### config.mk
export PLATFORM = sky130hd
export DESIGN_NAME = twiddle_loader
export DESIGN_NICKNAME = d
export VERILOG_FILES = /design/src/rtl/twiddle_loader_pkg.sv /design/src/rtl/twiddle_addr_gen.sv /design/src/rtl/twiddle_loader.sv
export SDC_FILE = /design/constraint.sdc
export NUM_CORES = 1
export LEC_CHECK = 0
export CAP_MARGIN = 40
export CORE_AREA = 4 4 98 91
export CTS_CLUSTER_SIZE = 12
export DETAILED_ROUTE_END_ITERATION = 16
export DIE_AREA = 0 0 102 95
export MAX_ROUTING_LAYER = met4
export PLACE_DENSITY = 0.77
export SLEW_MARGIN = 20
export SYNTH_ARGS = -nofsm -noshare
export SYNTH_HDL_FRONTEND = slang
export SYNTH_SLANG_ARGS = --single-unit
### constraint.sdc
create_clock -name clk -period 4 [get_ports clk]
set_clock_uncertainty 0.15 [all_clocks]
set_input_delay 0.4 -clock clk [delete_from_list [all_inputs] [get_ports clk]]
set_output_delay 0.4 -clock clk [all_outputs]
set_load 0.05 [all_outputs]
### src/rtl/twiddle_loader_pkg.sv
// Shared definitions for the twiddle loader: parameter defaults, FSM states and
// the butterfly-to-twiddle index mapping.
// Ports: none (package).
package twiddle_loader_pkg;

    localparam int DEF_MSB   = 16;
    localparam int DEF_N     = 16;
    localparam int DEF_LOG2N = 4;

    typedef enum logic [2:0] {
        IDLE  = 3'd0,
        FETCH = 3'd1,
        LOAD  = 3'd2,
        WRITE = 3'd3,
        HOLD  = 3'd4
    } state_t;

    // Twiddle ROM index for butterfly k of stage s: only the low s bits of k
    // select a distinct twiddle; they are spread across the N/2-entry table.
    function automatic int unsigned twiddle_idx(input int unsigned k,
                                                input int unsigned s,
                                                input int unsigned log2n);
        int unsigned mask;
        mask = (32'd1 << s) - 32'd1;
        return (k & mask) << (log2n - 32'd1 - s);
    endfunction

endpackage

### src/rtl/twiddle_addr_gen.sv
// Combinational twiddle ROM address from butterfly index and stage.
// Latency: zero (pure combinational).
// Backpressure: none. Ports: k (butterfly index), stage (clamped stage), addr (ROM address).
module twiddle_addr_gen
    import twiddle_loader_pkg::*;
#(
    parameter int LOG2N = DEF_LOG2N
) (
    input  logic [LOG2N-2:0] k,
    input  logic [LOG2N-1:0] stage,
    output logic [LOG2N-2:0] addr
);

    assign addr = (LOG2N-1)'(twiddle_idx(32'(k), 32'(stage), 32'(LOG2N)));

endmodule

### src/rtl/twiddle_loader.sv
// Walks butterflies of one FFT stage, fetches (C,S) from a sync ROM, writes C, C+S, C-S.
// Latency: i_start (IDLE) or i_next (HOLD) sampled at edge t -> o_we high in cycle t+3.
// Backpressure: holds each coefficient in HOLD until i_next; o_done pulses on entering IDLE.
// Ports: clk/rst_n (sync active-low); i_start/i_stage/i_next control; o_rom_addr,
//        i_rom_C/i_rom_S ROM side; o_we/o_C/o_CpS/o_CmS register write; o_busy/o_done status.
module twiddle_loader
    import twiddle_loader_pkg::*;
#(
    parameter int MSB   = DEF_MSB,
    parameter int N     = DEF_N,
    parameter int LOG2N = DEF_LOG2N
) (
    input  logic             clk,
    input  logic             rst_n,
    input  logic             i_start,
    input  logic [LOG2N-1:0] i_stage,
    input  logic             i_next,
    output logic [LOG2N-2:0] o_rom_addr,
    input  logic [MSB-1:0]   i_rom_C,
    input  logic [MSB-1:0]   i_rom_S,
    output logic             o_we,
    output logic [MSB-1:0]   o_C,
    output logic [MSB-1:0]   o_CpS,
    output logic [MSB-1:0]   o_CmS,
    output logic             o_busy,
    output logic             o_done
);

    localparam int               ADDR_W    = LOG2N - 1;
    localparam logic [LOG2N-1:0] STAGE_MAX = LOG2N'(LOG2N - 1);
    localparam logic [ADDR_W-1:0] K_LAST   = ADDR_W'(N / 2 - 1);

    state_t            state;
    state_t            state_nxt;
    logic [ADDR_W-1:0] k;
    logic [LOG2N-1:0]  stage;
    logic [LOG2N-1:0]  stage_clamped;
    logic [ADDR_W-1:0] addr_gen;
    logic [ADDR_W-1:0] addr_q;
    logic              start_acc;
    logic              next_acc;
    logic              k_last;

    assign stage_clamped = (i_stage > STAGE_MAX) ? STAGE_MAX : i_stage;
    assign start_acc     = (state == IDLE) && i_start;
    assign next_acc      = (state == HOLD) && i_next;
    assign k_last        = (k == K_LAST);

    twiddle_addr_gen #(
        .LOG2N (LOG2N)
    ) u_addr_gen (
        .k     (k),
        .stage (stage),
        .addr  (addr_gen)
    );

    // Address is driven live during FETCH so the sync ROM sees it that cycle;
    // outside FETCH the last fetched address is held.
    assign o_rom_addr = (state == FETCH) ? addr_gen : addr_q;
    assign o_we       = (state == WRITE);
    assign o_busy     = (state != IDLE);

    always_comb begin
        state_nxt = state;
        case (state)
            IDLE:    if (i_start) state_nxt = FETCH;
            FETCH:   state_nxt = LOAD;
            LOAD:    state_nxt = WRITE;
            WRITE:   state_nxt = HOLD;
            HOLD:    if (i_next) state_nxt = k_last ? IDLE : FETCH;
            default: state_nxt = IDLE;
        endcase
    end

    always_ff @(posedge clk) begin
        if (!rst_n) begin
            state <= IDLE;
        end else begin
            state <= state_nxt;
        end
    end

    always_ff @(posedge clk) begin
        if (!rst_n) begin
            k      <= '0;
            stage  <= '0;
            addr_q <= '0;
            o_C    <= '0;
            o_CpS  <= '0;
            o_CmS  <= '0;
            o_done <= 1'b0;
        end else begin
            if (start_acc) begin
                stage <= stage_clamped;
                k     <= '0;
            end else if (next_acc && !k_last) begin
                k <= k + 1'b1;
            end
            if (state == FETCH) begin
                addr_q <= addr_gen;
            end
            // Sums wrap modulo 2^MSB by design.
            if (state == LOAD) begin
                o_C   <= i_rom_C;
                o_CpS <= i_rom_C + i_rom_S;
                o_CmS <= i_rom_C - i_rom_S;
            end
            o_done <= next_acc && k_last;
        end
    end

endmodule

Yosys cells after proc, flatten, opt, wreduce, memory -nomap -nowiden
Cells that the tools add are included.
{"block": "op_classes", "eq_ne": 7, "n_lt_le_gt_ge": 1, "n_reduce_logical": 9, "bitwise_logic": 2, "shifts": 2, "add_sub_neg": 5, "n_mux": 6}
{"cell": "$and A3 B32 Y32", "count": 1}
{"cell": "$shl A1 B4 Y32 const A", "count": 1}
{"cell": "$shl A32 B32 Y3", "count": 1}
{"cell": "$sub A32 B1 Y32 const B", "count": 1}
{"cell": "$add A16 B16 Y16", "count": 1}
{"cell": "$sub A16 B16 Y16", "count": 1}
{"cell": "$pmux W3 S5", "count": 1}
{"cell": "$mux W3", "count": 3}
{"cell": "$eq A3 B2 Y1 const B", "count": 2}
{"cell": "$eq A3 B3 Y1 const B", "count": 2}
{"cell": "$sub A2 B4 Y5 const A", "count": 1}
{"cell": "$gt A4 B2 Y1 const B", "count": 1}
{"cell": "$logic_and A1 B1 Y1", "count": 4}
{"cell": "$mux W4", "count": 1}
{"cell": "$ne A2 B2 Y1 const B", "count": 2}
{"cell": "$add A3 B1 Y3 const B", "count": 1}
{"cell": "$eq A3 B1 Y1 const B", "count": 1}
{"cell": "$logic_not A3 Y1", "count": 1}
{"cell": "$reduce_bool A3 Y1", "count": 1}
{"cell": "$reduce_and A2 Y1", "count": 1}
{"cell": "$reduce_or A2 Y1", "count": 1}
{"cell": "$logic_not A1 Y1", "count": 1}
{"cell": "$mux W1", "count": 1}
{"cell": "$not A1 Y1", "count": 1}
{"block": "word_totals", "output_inout_bits": 54, "wordCells": 40, "input_bits": 40, "reg_bits": 62}

Depth between registers and ports, before layout
Gate-level depths: netlist of run 1.
{"block": "depth", "ltp_word": 5, "ltp_mapped": 11, "mapped_depth_nobuf": 11}

By module
Synthesis of run 1 repeated with hierarchy kept, for this count alone.
{"block": "unflattened", "hier_cells": 470, "area_unflattened_um2": 3716.1}
{"mod": "twiddle_loader", "area_each_um2": 3613.5, "seq_area_each_um2": 1221.2, "n_inst": 1, "cells_each": 455}
{"mod": "twiddle_addr_gen", "area_each_um2": 102.6, "seq_area_each_um2": 0.0, "n_inst": 1, "cells_each": 15}

Worst setup path after synthesis of run 1
Ideal clock, no wire load.
{"block": "synth_timing", "kind": "reg-to-output", "start": "reg stage[1]", "end": "out o_rom_addr[2]", "stages_incl_launch_ff": 7, "slack_ns": 0.598, "arrival_time_ns": 2.852, "n_path_buf": 0, "required_ns": 3.450, "cell_sequence": "dfxtp_1 -> nor3_1 -> nand2b_1 -> ha_1 -> nor4bb_1 -> a21oi_1 -> o41ai_1"}
{"block": "synth_via", "elab_chain_cells": 5, "elab_cells_between_ends": 6, "cone_classes": "add/sub: 2; shift: 2; mux: 1; bitwise: 1"}
{"element": "start: declaration", "line_no": "twiddle_loader.sv:36", "rtl": "logic [LOG2N-1:0] stage;"}
{"element": "start signal: assignment", "line_no": "twiddle_loader.sv:94", "rtl": "stage <= stage_clamped;"}
{"element": "$shl A1 B4 Y32", "line_no": "twiddle_loader_pkg.sv:24", "rtl": "mask = (32'd1 << s) - 32'd1;"}
{"element": "$sub A32 B1 Y32", "line_no": "twiddle_loader_pkg.sv:24"}
{"element": "$and A3 B32 Y32", "line_no": "twiddle_loader_pkg.sv:25", "rtl": "return (k & mask) << (log2n - 32'd1 - s);"}
{"element": "$shl A32 B32 Y3 (*)", "line_no": "twiddle_loader_pkg.sv:25"}
{"element": "$mux W3 (*)"}
{"element": "end: declaration", "line_no": "twiddle_loader.sv:18", "rtl": "output logic [LOG2N-2:0] o_rom_addr,"}
Mark *: on every way between the ends. The rest lies on a longest branch, timed or not.

Worst setup path after layout of run 1
Ends and elaborated chain as after synthesis.

==> results.toml, run 1 <==
[status]
status = "finished, final reports clean"

[global_routing]
grt_pass1_wl_um = 15700
antenna_found_initial = 0
grt_overflow = 0
gr-usage-all-layers_pct = 20.9
grt_max_degree = 51
grt_pass1_vias = 3379

[worst_setup_path]
critPathCapture = "o_rom_addr[2]"
end_kind = "output port"
criticalPathCategory = "register to output port"
cp.arrival_ns = 2.93
r2r-end = "addr_q[2]"
r2r_slack_ns = 1.93
critPathRequiredTime_ns = 3.45
cp-startpoint = "stage[1]"
cp_max_fo = 6
critPathLaunchType = "register"
r2r_cells = 7
reg2reg_from = "stage[1]"

[worst_hold_path]
hp-start = "o_CpS[11]"
hold_class = "register to register"

[floorplanning]
rows = 31
die_width_um = 102
die_y_um = 95
coreArea_sq_um = 7910
initial_core_util_pct = 46.7
dieArea_sq_um = 9690
io-pin-count = 94

[timing]
final_max_slew_viol_count = 0
fin_crit_ns = 3.48
fin_crit_sh_pct = 87.0
max_freq_mhz = 287
slew_headroom_pct = 54.3
worst_pin_slew_ns = 0.668
setup_tns_ns = 0
finalHoldWorstSlack_ns = 0.304
rsz0062_at_grt = "no"
setup_viol = 0
finalHoldViolations = 0

[cells_and_area]
multi_input_area_sq_um = 2240
instances_no_fill = 646
areaGrowthSynthToFinish_pct = 32.3
drive_above_1_share_pct = 5.48
final_net_count = 617
diodes = 0
layout_common_cells = "clkdlybuf4s50_1, nand2_1, dfxtp_1, a21oi_1, nor2_1"
final_util_pct = 61.8
final_common_cell = "clkdlybuf4s50_1"
seq_area_sq_um = 1220
fillers = 695

[yosys]
synth_flop_cell = "dfxtp_1"
async_flop_share_pct = 0
ys_top_cells_by_area = "dfxtp_1, ha_1, a21oi_1, nand2_1, xnor2_1"
synth-seq-cells = 61
ys_seq_area_share_pct = 33.0
synthCells = 463
synth_nets = 538
ys_types = 61
syn_avg_cell_area_sq_um = 7.99
syn-cell-area_sq_um = 3700
yosys_warnings = 0
synth_edf_count = 0
synth.top_cell.area_share_pct = 33.0
synth_top_area_cell = "dfxtp_1"

[clock_tree]
cts_htree_levels = 3
post_cts.repair.setup_buffers = 0
cts_made_buffers = 9
clockBufferDepth = 2
numClockSinks = 61
postCtsHoldBufs = 0
cts-resized-gates = 0
cts_tree = "done"
cts-root-buf = "clkbuf_8"
clk_pin_slew_worst_paths_ns = 0.07
clk_latency_ns = 0.35

[route]
wl_um = 9830
vias = 3528
viasPerCell = 5.46
wl_per_cell_um = 15.2
drt_iter0_drc = 138
drtPass1Iterations = 7
route.detailed.drc = 0
antenna_left = 0

[place]
portBuffers = 93
dp_hpwl_um = 7400
gp_congestion = 0.951
dp.cells = 629

[power]
leakage_nw = 1.90
powerDensity_nw_per_um2 = 407
power.total_mw = 1.99
ir_drop_mv = 0.186

[flow_run]
max_cap_violations = 0
[flip-flops by register name, summed over array words and instances, names as in the netlist]
name / flops
o_C: 16
o_done: 1
addr_q: 3
o_CmS: 15
o_CpS: 16
state: 3
k: 3
stage: 4
[power by group]
part	leakage (nW)	internal (mW)	switching, mW
logic	1.30	0.262	0.429
clock network	0.110	0.351	0.256
registers	0.496	0.657	0.0351
total	1.90	1.27	0.720
[worst max-delay path, cell delays in order (launching register included)]
cell and delay, ns:
dfxtp_1 0.36, nor3_1 0.24, nand2b_1 0.09, ha_1 0.31, nor4bb_1 0.26, a21oi_1 0.08, o41ai_1 0.35, clkdlybuf4s50_1 0.89
[per-layer routing]
| metal | share of wire [%] | wire (um) | global-route usage, % |
|---|---|---|---|
| met1 | 44 | 4330 | 25.7 |
| met2 | 49 | 4820 | 33.9 |
| met3 | 5.8 | 568 | 5.91 |
| met4 | 1.1 | 110 | 5.14 |
| met5 | 0 | 0 | - |
[metrics by stage]
| step | instance area, sq um | worst slack (ns) |
|---|---|---|
| global placement | 4650 | 0.613 |
| CTS | 4870 | 0.497 |
| global route | 4890 | 0.329 |
| floorplan | 3700 | 0.598 |
| finish | 4890 | 0.518 |
| detailed placement | 4650 | 0.547 |
[area by class of cell]
class	count	share of cell area, %
Sequential cell	61	25.0
Inverter	30	2.30
Clock inverter	6	1.79
Multi-Input combinational cell	343	45.8
Tap cell	99	2.53
Clock buffer	10	2.61
Timing Repair Buffer	97	20.0
[cell families after synthesis]
family          synth area share, %
compound gates                 21.2
xor+xnor                       6.87
fa+ha+maj                      12.2
buf+inv                        6.46
flops                          33.0
mux                           0.541
simple gates                   19.7
[worst min path at each step]
stage	cells past startpoint	to
final	2	o_CpS[11]
after global routing	2	o_C[3]
after CTS	2	o_C[3]
after detailed placement	2	o_C[3]
after global placement	2	o_CpS[11]
after floorplan	1	stage[2]
[cells in the mapped netlist, drive strengths merged, types with 2 or more instances]
| master | number |
|---|---|
| a2111oi | 3 |
| a211oi | 9 |
| a21o | 4 |
| a21oi | 53 |
| a311oi | 2 |
| a31oi | 4 |
| and2 | 4 |
| and2b | 2 |
| and3 | 3 |
| buf | 6 |
| clkbuf | 23 |
| dfxtp | 61 |
| fa | 2 |
| ha | 33 |
| inv | 30 |
| mux2i | 2 |
| nand2 | 64 |
| nand2b | 7 |
| nand3 | 8 |
| nand4 | 3 |
| nor2 | 39 |
| nor2b | 3 |
| nor3 | 8 |
| nor3b | 2 |
| nor4 | 2 |
| nor4b | 2 |
| o211ai | 3 |
| o21ai | 20 |
| o21bai | 4 |
| o31a | 3 |
| o31ai | 4 |
| o41ai | 2 |
| or3 | 2 |
| xnor2 | 26 |
| xor2 | 3 |
No activity file was read; power rests on OpenSTA's default activity.
==> inputs of run 2 (changes only) <==
--- a/config.mk
+++ b/config.mk
@@ -12,6 +12,7 @@
 export DIE_AREA = 0 0 102 95
 export MAX_ROUTING_LAYER = met4
 export PLACE_DENSITY = 0.77
+export SKIP_CTS_REPAIR_TIMING = 1
 export SLEW_MARGIN = 20
 export SYNTH_ARGS = -nofsm -noshare
 export SYNTH_HDL_FRONTEND = slang
==> results of run 2 <==
Same layout as run 1: the final DEF is identical, and so are final timing and power.
